$ cat config.mk
export PLATFORM = sky130hd
export DESIGN_NAME = mem_port_master
export DESIGN_NICKNAME = d
export VERILOG_FILES = /design/src/rtl/mem_port_master_pkg.sv /design/src/rtl/mem_port_merge.sv /design/src/rtl/mem_port_master.sv
export SDC_FILE = /design/constraint.sdc
export NUM_CORES = 1
export LEC_CHECK = 0
export ABC_AREA = 1
export BUFFER_PORTS_ARGS = -buffer_cell sky130_fd_sc_hd__buf_2
export CORE_UTILIZATION = 51
export CTS_CLUSTER_DIAMETER = 30
export DETAILED_ROUTE_END_ITERATION = 10
export PLACE_DENSITY_LB_ADDON = 0.25
export SLEW_MARGIN = 0
export SYNTH_ARGS = -nofsm -noshare
export SYNTH_HDL_FRONTEND = slang
export SYNTH_HIERARCHICAL = 1
export SYNTH_SLANG_ARGS = --single-unit
$ cat constraint.sdc
create_clock -name clk -period 2.1 [get_ports clk]
set_clock_uncertainty 0.2 [all_clocks]
set_input_delay 0.42 -clock clk [delete_from_list [all_inputs] [get_ports clk]]
set_output_delay 0.42 -clock clk [all_outputs]
set_load 0.02 [all_outputs]
$ cat src/rtl/mem_port_master_pkg.sv
// Shared types and width helpers for the memory port master.
// Defaults match the 64-bit word, 64-entry RAM configuration.
package mem_port_master_pkg;

    localparam int DATA_WIDTH_DEF = 64;
    localparam int DEPTH_DEF      = 64;
    localparam int ADDR_WIDTH_DEF = 64;

    // Derived widths for the default configuration
    localparam int IDX_W  = $clog2(DEPTH_DEF);
    localparam int L      = $clog2(DATA_WIDTH_DEF / 8);
    localparam int STRB_W = DATA_WIDTH_DEF / 8;

    typedef enum logic [2:0] {
        IDLE,
        RD,
        RD_CAP,
        WR,
        RMW_RD,
        RMW_MRG,
        RMW_WR,
        RESP
    } state_e;

    function automatic int idx_width(input int depth);
        return $clog2(depth);
    endfunction

    function automatic int lane_bits(input int dw);
        return $clog2(dw / 8);
    endfunction

    function automatic int strb_width(input int dw);
        return dw / 8;
    endfunction

endpackage

$ cat src/rtl/mem_port_merge.sv
// Byte-lane merge: strobed bytes come from the new data,
// all other bytes keep the old RAM contents.
module mem_port_merge
    import mem_port_master_pkg::*;
#(
    parameter int DATA_WIDTH = DATA_WIDTH_DEF,
    localparam int SW = strb_width(DATA_WIDTH)
) (
    input  logic [DATA_WIDTH-1:0] wdata_i,
    input  logic [DATA_WIDTH-1:0] old_i,
    input  logic [SW-1:0]         wstrb_i,
    output logic [DATA_WIDTH-1:0] merged_o
);

    // Select each byte lane by its strobe
    always_comb begin
        merged_o = old_i;
        for (int b = 0; b < SW; b++) begin
            if (wstrb_i[b]) begin
                merged_o[8*b +: 8] = wdata_i[8*b +: 8];
            end
        end
    end

endmodule

$ cat src/rtl/mem_port_master.sv
// Single-outstanding request port to a synchronous single-port RAM.
// Partial-strobe writes are done as read-merge-write.
module mem_port_master
    import mem_port_master_pkg::*;
#(
    parameter int DATA_WIDTH = DATA_WIDTH_DEF,
    parameter int DEPTH      = DEPTH_DEF,
    parameter int ADDR_WIDTH = ADDR_WIDTH_DEF,
    localparam int IW = idx_width(DEPTH),
    localparam int BL = lane_bits(DATA_WIDTH),
    localparam int SW = strb_width(DATA_WIDTH)
) (
    input  logic                  clk,
    input  logic                  rst_n,
    input  logic                  req_valid,
    output logic                  req_ready,
    input  logic                  req_we,
    input  logic [ADDR_WIDTH-1:0] req_addr,
    input  logic [DATA_WIDTH-1:0] req_wdata,
    input  logic [SW-1:0]         req_wstrb,
    output logic                  resp_valid,
    input  logic                  resp_ready,
    output logic [DATA_WIDTH-1:0] resp_rdata,
    output logic                  resp_err,
    output logic                  ram_cs_n,
    output logic                  ram_we,
    output logic [IW-1:0]         ram_addr,
    output logic [DATA_WIDTH-1:0] ram_din,
    input  logic [DATA_WIDTH-1:0] ram_dout
);

    state_e                state_q, state_d;
    logic                  ready_q, ready_d;
    logic                  cs_n_q, cs_n_d;
    logic                  we_q, we_d;
    logic [IW-1:0]         addr_q, addr_d;
    logic [DATA_WIDTH-1:0] din_q, din_d;
    logic                  rvalid_q, rvalid_d;
    logic [DATA_WIDTH-1:0] rdata_q, rdata_d;
    logic                  err_q, err_d;
    logic [DATA_WIDTH-1:0] wdata_q, wdata_d;
    logic [SW-1:0]         wstrb_q, wstrb_d;

    logic [DATA_WIDTH-1:0] merged;
    logic [IW-1:0]         req_idx;
    logic                  addr_err;

    assign req_idx  = req_addr[IW+BL-1:BL];
    assign addr_err = (req_addr >> (IW + BL)) != '0;

    mem_port_merge #(
        .DATA_WIDTH(DATA_WIDTH)
    ) u_merge (
        .wdata_i  (wdata_q),
        .old_i    (ram_dout),
        .wstrb_i  (wstrb_q),
        .merged_o (merged)
    );

    // Next state and next registered outputs
    always_comb begin
        state_d  = state_q;
        cs_n_d   = 1'b1;
        we_d     = 1'b0;
        addr_d   = addr_q;
        din_d    = din_q;
        rvalid_d = rvalid_q;
        rdata_d  = rdata_q;
        err_d    = err_q;
        wdata_d  = wdata_q;
        wstrb_d  = wstrb_q;
        unique case (state_q)
            IDLE: begin
                if (req_valid && ready_q) begin
                    wdata_d = req_wdata;
                    wstrb_d = req_wstrb;
                    if (addr_err) begin
                        state_d  = RESP;
                        rvalid_d = 1'b1;
                        rdata_d  = '0;
                        err_d    = 1'b1;
                    end else if (!req_we) begin
                        state_d = RD;
                        cs_n_d  = 1'b0;
                        addr_d  = req_idx;
                    end else if (&req_wstrb) begin
                        state_d = WR;
                        cs_n_d  = 1'b0;
                        we_d    = 1'b1;
                        addr_d  = req_idx;
                        din_d   = req_wdata;
                    end else if (~|req_wstrb) begin
                        state_d  = RESP;
                        rvalid_d = 1'b1;
                        rdata_d  = '0;
                        err_d    = 1'b0;
                    end else begin
                        state_d = RMW_RD;
                        cs_n_d  = 1'b0;
                        addr_d  = req_idx;
                    end
                end
            end
            RD:      state_d = RD_CAP;
            RD_CAP: begin
                state_d  = RESP;
                rvalid_d = 1'b1;
                rdata_d  = ram_dout;
                err_d    = 1'b0;
            end
            WR, RMW_WR: begin
                state_d  = RESP;
                rvalid_d = 1'b1;
                rdata_d  = '0;
                err_d    = 1'b0;
            end
            RMW_RD:  state_d = RMW_MRG;
            RMW_MRG: begin
                state_d = RMW_WR;
                cs_n_d  = 1'b0;
                we_d    = 1'b1;
                din_d   = merged;
            end
            RESP: begin
                if (resp_ready) begin
                    state_d  = IDLE;
                    rvalid_d = 1'b0;
                    rdata_d  = '0;
                    err_d    = 1'b0;
                end
            end
            default: state_d = IDLE;
        endcase
        ready_d = (state_d == IDLE);
    end

    // State and output registers, cleared asynchronously
    always_ff @(posedge clk or negedge rst_n) begin
        if (!rst_n) begin
            state_q  <= IDLE;
            ready_q  <= 1'b0;
            cs_n_q   <= 1'b1;
            we_q     <= 1'b0;
            addr_q   <= '0;
            din_q    <= '0;
            rvalid_q <= 1'b0;
            rdata_q  <= '0;
            err_q    <= 1'b0;
            wdata_q  <= '0;
            wstrb_q  <= '0;
        end else begin
            state_q  <= state_d;
            ready_q  <= ready_d;
            cs_n_q   <= cs_n_d;
            we_q     <= we_d;
            addr_q   <= addr_d;
            din_q    <= din_d;
            rvalid_q <= rvalid_d;
            rdata_q  <= rdata_d;
            err_q    <= err_d;
            wdata_q  <= wdata_d;
            wstrb_q  <= wstrb_d;
        end
    end

    assign req_ready  = ready_q;
    assign ram_cs_n   = cs_n_q;
    assign ram_we     = we_q;
    assign ram_addr   = addr_q;
    assign ram_din    = din_q;
    assign resp_valid = rvalid_q;
    assign resp_rdata = rdata_q;
    assign resp_err   = err_q;

endmodule
Word level (Yosys, flattened, before mapping):

Index checks and enable logic that the tools add are counted.

* $add $sub $neg: 0
* order comparisons: 0
* divide/modulo/power cells: 0
* multipliers: 0
* eq/ne operators: 16
* muxes and demuxes: 54
* bitwise gates (word level): 1
* shift-type cells: 0
* reductions and logical operators: 16

Operators with widths (number)
* $mux W64: 10
* $pmux W64 S4: 1
* $pmux W64 S2: 1
* $mux W8: 8
* $reduce_bool A64 Y1: 1
* $mux W1: 20
* $mux W6: 3
* $pmux W3 S6: 1
* $mux W3: 5
* $eq A3 B3 Y1 const B: 4
* $reduce_and A6 Y1: 2
* $ne A2 B2 Y1 const B: 5
* $ne A3 B3 Y1 const B: 3
* $reduce_and A8 Y1: 1
* $reduce_or A8 Y1: 1
* $eq A3 B2 Y1 const B: 2
* $logic_not A3 Y1: 2
* $pmux W1 S3: 2
* $reduce_and A5 Y1: 1
* $pmux W1 S2: 2
* $reduce_and A4 Y1: 1
* $reduce_bool A4 Y1: 1
* $eq A3 B1 Y1 const B: 1
* $ne A3 B1 Y1 const B: 1
* other kinds (8): 8

* flip-flop bits (word level): 214
* output and inout port bits: 139
* memory bits (writable): 0
* memories: 0
* bits in read-only memories: 0
* word-level logic and storage cells: 98
* input port bits: 205
* bits in latches: 0

Logic depth before layout (Yosys ltp):

Gate-level depths: netlist of run 1.

* word-level depth: 8
* gate-level depth with buffers: 11
* depth with buffers taken out: 10

Cells and area by module:

The synthesis of run 1 kept the hierarchy.

Modules (own cells, without submodules)
* mem_port_master: cells an instance 1231, area an instance 9460.3 µm², seq. area each 5356.4 µm², instances 1
* mem_port_merge: cells an instance 208, area an instance 840.8 µm², seq. area each 0.0 µm², instances 1

Worst setup path before layout of run 1:

No wires, ideal clock.

* path type: input-to-reg
* start: input port req_addr[16]
* end: register addr_q[0] (netlist: ram_addr[0])
* setup slack: 0.340 ns
* required time: 1.783 ns
* cell stages on the path: 10
* arrival time: 1.443 ns
* setup time: 0.117 ns
* cells stage by stage: nor2_1 -> nand2_1 -> nor2_1 -> inv_1 -> nor2_1 -> nand2_1 -> nor2_2 -> nand2_1 -> nand2_1 -> nand2_1

* word-level cells in the longest chain between the ends: 3

RTL lines
* from (decl): line mem_port_master.sv:18 `input logic [ADDR_WIDTH-1:0] req_addr,`
* $reduce_bool A64 Y1: line mem_port_master.sv:49 `assign addr_err = (req_addr >> (IW + BL)) != '0;`
* $not A1 Y1 (no source line)
* $reduce_and A4 Y1 (no source line)
* to (signal assigned): line mem_port_master.sv:156 `addr_q <= addr_d;`
* to (decl): line mem_port_master.sv:36 `logic [IW-1:0] addr_q, addr_d;`

No other way between the ends.
A chain may end at the register's enable or synchronous reset.

Worst setup path in the final report of run 1:

* start: input port req_wstrb[7]
* end: register rdata_q[46] (netlist: resp_rdata[46])

* word-level cells in the longest chain between the ends: 3
* elaborated cells between the ends (all ways): 5
* classes of those cells: 2 x eq/ne; 3 x reduce/logical

RTL lines
* from (decl): line mem_port_master.sv:20 `input logic [SW-1:0] req_wstrb,`
* $reduce_or A8 Y1 or $reduce_and A8 Y1 (tied branches): line mem_port_master.sv:92, mem_port_master.sv:86
* $ne A3 B3 Y1 (no source line)
* $reduce_and A6 Y1 (no source line) (*)
* to (signal assigned): line mem_port_master.sv:159 `rdata_q <= rdata_d;`
* to (decl): line mem_port_master.sv:39 `logic [DATA_WIDTH-1:0] rdata_q, rdata_d;`

Every way passes the cells marked *; elsewhere a longest branch is shown, timed or not.

==> out/qor.csv, run 1 <==
metric,value,unit
count of cell types in the netlist,22,
Slew headroom,0.643,
Vias,11700,
HP Class,in -> reg,
Core Footprint,19700,µm²
GR Overflow Total,0,
TritonRoute pass-1 iters,7,
Routed wire per std cell,16.5,µm
number of buffers created by CTS,44,
Die Span X,144,µm
Post-Syn Instances,1439,
CP Class,in -> reg,
Mapped Area,10300,µm²
Buf/Inv on CP,5,
Syn. warnings,6,
PortBufs,340,
crit share post-route,0.978,
vias in the first global route,11300,
Worst-Margin Slew,535,ps
Setup crit start kind,input pin,
clock root cell,clkbuf_16,
Reg2Reg Depth,8,
Clock Tree Buf Depth,3,
Synth-to-Final Area Change,50.3,%
Residual DRC,0,
hpwl dp,20900,µm
"Hold Vio Cnt, Final",0,
max incr delay on CP,540,ps
Lkg Pwr,0.00883,µW
Clock Latency Late Sink,520,ps
clock sinks,214,
routed vias/inst,5.25,
syn_nets,1644,
Final Setup Violations,0,
Syn Area/Cell,7.16,µm²
Routed Antenna Nets,0,
Yosys top cell by area,dfrtp_1,
most frequent CP cell,nand2_1,
Worst path depth,11,
hold path cells,3,
share of the synthesized area in the top cell type,0.517,
status,finished clean,
Peak Freq,0.487,GHz
worst hold slack,15.4,ps
fin nets,2135,
GRT Resource Usage Total,0.331,
Synth area leaders,"dfrtp_1 52%, nand2_1 32%, nand3_1 3.7%",
depth of the CTS H-tree,2,
Post-Route WL,36800,µm
I/O pins,344,
Clock transition at path regs,50,ps
critical path capture point type,flip-flop,
Max Cap Viol,0,
layout cell share with drive strength beyond 1,0.244,
VDD IR max,0.767,mV
Starting Density,0.524,
first-pass GRT wire length,53700,µm
Critical-path top delay cell,dlygate4sd3_1,
sequential share of the synthesized area,0.520,
initial antenna violation count,5,
CTS tree,built,
routability cong.,0.859,
Arrival @ worst endpoint,2250,ps
critical path data required time,2300,ps
Rows,51,
Die Span Y,144,µm
Util after Layout,0.788,
DIE AREA,20800,µm²
Final Critical Period,2050,ps
critical-path cell list,"buf_2, dlygate4sd3_1, inv_1, nand3_2, or2_1, nand4_1, nand3_4, buf_12, clkbuf_16, nand2_1, nand2_1",
Pwr Density,1300,nW/µm²
Starting DRT DRC Count,826,
Final Slew Violations,0,
Seq cells post-synth,214,
largest net degree at the start of global routing,66,
"delay-heaviest family, CP",buffers and inverters,
worst-path fanout max,9,
flip-flops by register name (all words and copies together), names as in the netlist:
signal and count:
resp_valid 1, ram_cs_n 1, ram_we 1, resp_rdata 64
req_ready 1, ram_din 64, wdata_q 64, ram_addr 6
wstrb_q 8, state_q 3, resp_err 1
logic make-up (layout without fill, tap and decap cells):
logic type / after synthesis / after routing / synth area share
and+or+nand+nor: 1049 / 1049 / 0.395
AOI/OAI and AO/OA: 57 / 57 / 0.0277
DFF: 214 / 214 / 0.520
other: 0 / 7 / 0
muxes: 1 / 1 / 0.000972
buffers and inverters: 118 / 641 / 0.0561
cell type report:
cell class | instances | area, µm²
inverter | 47 | 178
timing repair buffer | 516 | 3660
antenna | 7 | 17.5
sequential | 214 | 5360
multi-input combinational | 1107 | 4410
clock buffer | 53 | 1220
fill | 1306 | 4170
tap | 265 | 332
clock inverter | 25 | 318
path summary, 6_finish.rpt:
kind                           startpoint             end  slack, ps
setup / recovery             req_wstrb[7]  resp_rdata[46]         50
hold / removal              req_wdata[47]     wdata_q[47]         20
setup reg to reg               state_q[0]     ram_din[17]        170
hold reg to reg            resp_rdata[51]  resp_rdata[51]        260
max in group asynchronous           rst_n     wdata_q[56]        850
min in group asynchronous           rst_n     ram_addr[5]        230
synthesized netlist by cell type, drive strengths merged:
library cell and n:
inv 47, nand4 6, nand3b 1, nand3 76, o21ai 55, nor3 2
nor2 81, buf 47, mux2i 1, dfstp 1, clkbuf 24, nand2 882
a21oi 2, dfrtp 213, or2 1
metrics by stage:
stage                     setup slack (ps)  total power, µW  cells  TNS (ps)  cell area, µm²
final                                 46.0            20200   2234         0           15500
after global routing                 -20.4            21100   2232     -44.9           15500
after CTS                              103            19400   2216         0           15200
after detailed placement              -138            12000   2004     -6290           12400
after global placement               -71.9            11900   2004     -3080           12400
after floorplan                        340             9830   1439         0           10300
power breakdown:
| group | internal, µW | switching (µW) | leakage, µW |
|---|---|---|---|
| Clock | 4850 | 2290 | 0.000732 |
| Sequential | 5370 | 777 | 0.00285 |
| Combinational | 2460 | 4430 | 0.00525 |
| Total | 12700 | 7500 | 0.00883 |
metal layers:
| metal | track usage | part of all wire | up-vias |
|---|---|---|---|
| li1 | - | - | 5411 |
| met1 | 0.375 | 0.37 | 5471 |
| met2 | 0.584 | 0.49 | 695 |
| met3 | 0.0626 | 0.079 | 162 |
| met4 | 0.191 | 0.055 | 0 |
| met5 | 0 | 0 | - |
worst min-delay path: stages:
cell	delay (ps)
buf_2	100
inv_1	60
o21ai_0	90
placed cells by master, fill, tap and decap left out:
master	netlist	layout
nand2_1	882	881
buf_2	15	339
dfrtp_1	213	213
dlygate4sd3_1	0	134
nor2_1	79	77
nand3_1	76	74
o21ai_0	55	55
clkbuf_16	0	51
inv_1	36	36
buf_4	7	20
buf_12	0	14
inv_2	11	10
clkinvlp_4	0	8
diode_2	0	7
nand4_1	6	6
clkinv_2	0	6
clkbuf_8	0	6
bufinv_16	0	6
nor2_2	1	3
inv_6	0	3
clkinv_4	0	3
a21oi_1	2	2
clkbuf_1	24	2
buf_6	12	2
nand3_2	0	1
mux2i_1	1	1
nand3b_1	1	1
nor2_4	1	1
nor3_1	1	1
or2_1	1	1
nand2_8	0	1
nand3_4	0	1
nor3_4	0	1
buf_8	0	1
dfstp_2	1	1
what timing repair did:
| action | CTS | global route |
|---|---|---|
| setup endpoints to repair | 0 | 106 |
| setup buffers | 0 | 3 |
| hold endpoints to repair | 195 | 0 |
| hold buffers | 134 | 0 |
| resized for setup | 0 | 6 |
Note: power is estimated with default switching activity, not from simulation.
==> inputs of run 2 (changes only) <==
Settings changed: CTS_CLUSTER_DIAMETER 30 to 60, SYNTH_HIERARCHICAL 1 to default.
==> run 2 against run 1 <==
Against the previous run:
- cell area decreased by 5.3%
- die area shrank 2.2%
- power down 5.8%
- sequential share of layout area grew 2.0 points
- sequential power is 14% higher
- worst setup slack better by 13 ps
- first-iteration DRC count fell by 21%
- critical endpoint is now resp_rdata[14]
- largest power group is now combinational logic
==> out/qor.csv, run 2 <==
metric,value,unit
Starting Density,0.519,
Setup TNS,0,ps
Arrival @ worst endpoint,2230,ps
Slew headroom,0.602,
"commonest non-fill, non-tap cell in the layout",nand2_1,
Clock Latency Late Sink,510,ps
Starting DRT DRC Count,650,
routed vias/inst,5.18,
PortBufs,340,
Seq cells post-synth,214,
Critical R2R Launch,state_q[2],
Clock Tree Buf Depth,3,
antenna cells,0,
asr flop ratio synth,1.00,
number of buffers created by CTS,23,
crit share post-route,0.972,
VDD IR max,0.776,mV
Post-Route WL,34000,µm
Final Setup Violations,0,
I/O pins,344,
layout cell share with drive strength beyond 1,0.248,
Routed Antenna Nets,0,
most frequent cells in the layout,"576 x nand2_1, 339 x buf_2, 212 x dfrtp_1",
RSZ-0062 raised after global routing,true,
Mapped Area,10100,µm²
worst-path fanout max,28,
Yosys top cell by area,dfrtp_1,
Die Span Y,143,µm
clock sinks,214,
critical-path cell list,"nor3_4, buf_4, nor2_1, a211oi_2, nand3_2, buf_12, nand2_1, nand2_1",
most frequent CP cell,nand2_1,
Core Footprint,19400,µm²
Max Cap Viol,0,
critical path capture point type,flip-flop,
Post-synth top cells,"577 x nand2_1, 213 x dfrtp_1, 112 x o21ai_0",
most common cell in the netlist,nand2_1,
Routed wire per std cell,16.8,µm
syn_nets,1470,
sequential share of the synthesized area,0.532,
CTS tree,built,
GR Overflow Total,0,
CP Class,reg -> reg,
clock root cell,clkbuf_16,
status,finished clean,
critical path data required time,2290,ps
routability cong.,0.906,
fin nets,1950,
Residual DRC,0,
Synth area leaders,"dfrtp_1 53%, nand2_1 22%, mux2i_1 6.4%",
share of the synthesized area in the top cell type,0.529,
Post-Syn Instances,1265,
CP Capture Point,resp_rdata[14],
TritonRoute pass-1 iters,5,
Die Span X,143,µm
first-pass GRT wire length,52100,µm
Vias,10500,
initial antenna violation count,1,
HP Class,in -> reg,
Worst-Margin Slew,597,ps
Synth-to-Final Area Change,45.5,%
reg2reg end,resp_rdata[14],
crit path launch,state_q[2],
Syn Area/Cell,7.96,µm²
GRT Resource Usage Total,0.327,
"Primary FF master, synth",dfrtp_1,
Clock transition at path regs,60,ps
Final Critical Period,2040,ps
Filler cells,1383,
Syn. warnings,0,
max incr delay on CP,440,ps
final design area excluding fillers,14700,µm²
Peak Freq,0.490,GHz
Post-synth EDFFs,0,
largest net degree at the start of global routing,86,
hpwl dp,20100,µm
depth of the CTS H-tree,1,
Final Slew Violations,0,
Area after DPL,12300,µm²
Critical-path top delay cell,dfrtp_2,
Pwr Density,1300,nW/µm²
worst hold slack,51.2,ps
reg2reg setup slack,60,ps
Setup crit start kind,flip-flop,
count of cell types in the netlist,21,
Reg2Reg Depth,8,
Util after Layout,0.756,
"Hold Vio Cnt, Final",0,
Rows,51,
DIE AREA,20300,µm²
Lkg Pwr,0.00803,µW
vias in the first global route,10600,
[run 2: cell count changes after synthesis, sizes merged, moves of 5 or more]
cell / change
buf: -5
clkbuf: +6
inv: +9
mux2i: +63
nand2: -304
o21ai: +57
[run 2: power breakdown]
part / internal, µW / total, µW / switching [µW] / leakage [µW]
logic: 2860 / 7590 / 4730 / 0.00481
registers: 5800 / 7010 / 1210 / 0.00283
clock network: 2720 / 4400 / 1680 / 0.000402
[run 2: layer usage]
layer  vias to the layer above  track usage  share of wire
li1                       4946            -              -
met2                       518        0.560           0.48
met3                       131       0.0676          0.079
met5                         -            0        0.00029
met1                      4905        0.386           0.39
met4                         2        0.178          0.048
[run 2: final cells by class]
type | count | area, µm² | area share
clock buffer | 34 | 677 | 0.0462
clock inverter | 8 | 146 | 0.00999
inverter | 56 | 219 | 0.0149
multi-input combinational | 923 | 4190 | 0.286
sequential | 214 | 5360 | 0.365
tap | 265 | 332 | 0.0226
timing repair buffer | 527 | 3740 | 0.255
[run 2: logic make-up after synthesis]
group,Yosys count,synth area share
simple gates,744,0.290
flops,214,0.532
buf+inv,128,0.0570
compound gates,115,0.0574
mux,64,0.0636
[run 2: worst max-delay path: cells and delay by family (launching register included)]
kind,cells,cell delay [ps]
flip-flops,1,440
AO/OA/AOI/OAI,1,210
AND/OR/NAND/NOR,5,680
buffers and inverters,2,380
[run 2: repair_timing]
item,4_1_cts,5_1_grt
resized for setup,1,10
endpoints found under the setup margin,4,75
hold buffers,139,0
endpoints found under the hold margin,205,0
setup buffers,0,3
pin swaps,0,3
cloned,0,4
[run 2: worst min path at each step]
stage | depth (start not counted) | startpoint | slack (ps) | to
after floorplan | 0 | rst_n | -80 | ram_addr[0]
after global placement | 1 | rst_n | 180 | ram_din[52]
after detailed placement | 1 | rst_n | 180 | ram_din[48]
after CTS | 3 | req_wstrb[7] | 1 | wstrb_q[7]
after global routing | 3 | req_wstrb[6] | 60 | wstrb_q[6]
final | 3 | req_wstrb[6] | 50 | wstrb_q[6]
[run 2: metrics by stage]
step           setup slack [ps]  power [µW]  cells
3_5_place_dp               -145       14000   1839
2_1_floorplan               243       11300   1265
3_3_place_gp               -120       13800   1839
4_1_cts                    11.8       18700   2020
6_report                   59.0       19000   2027
5_1_grt                   -7.16       20000   2027
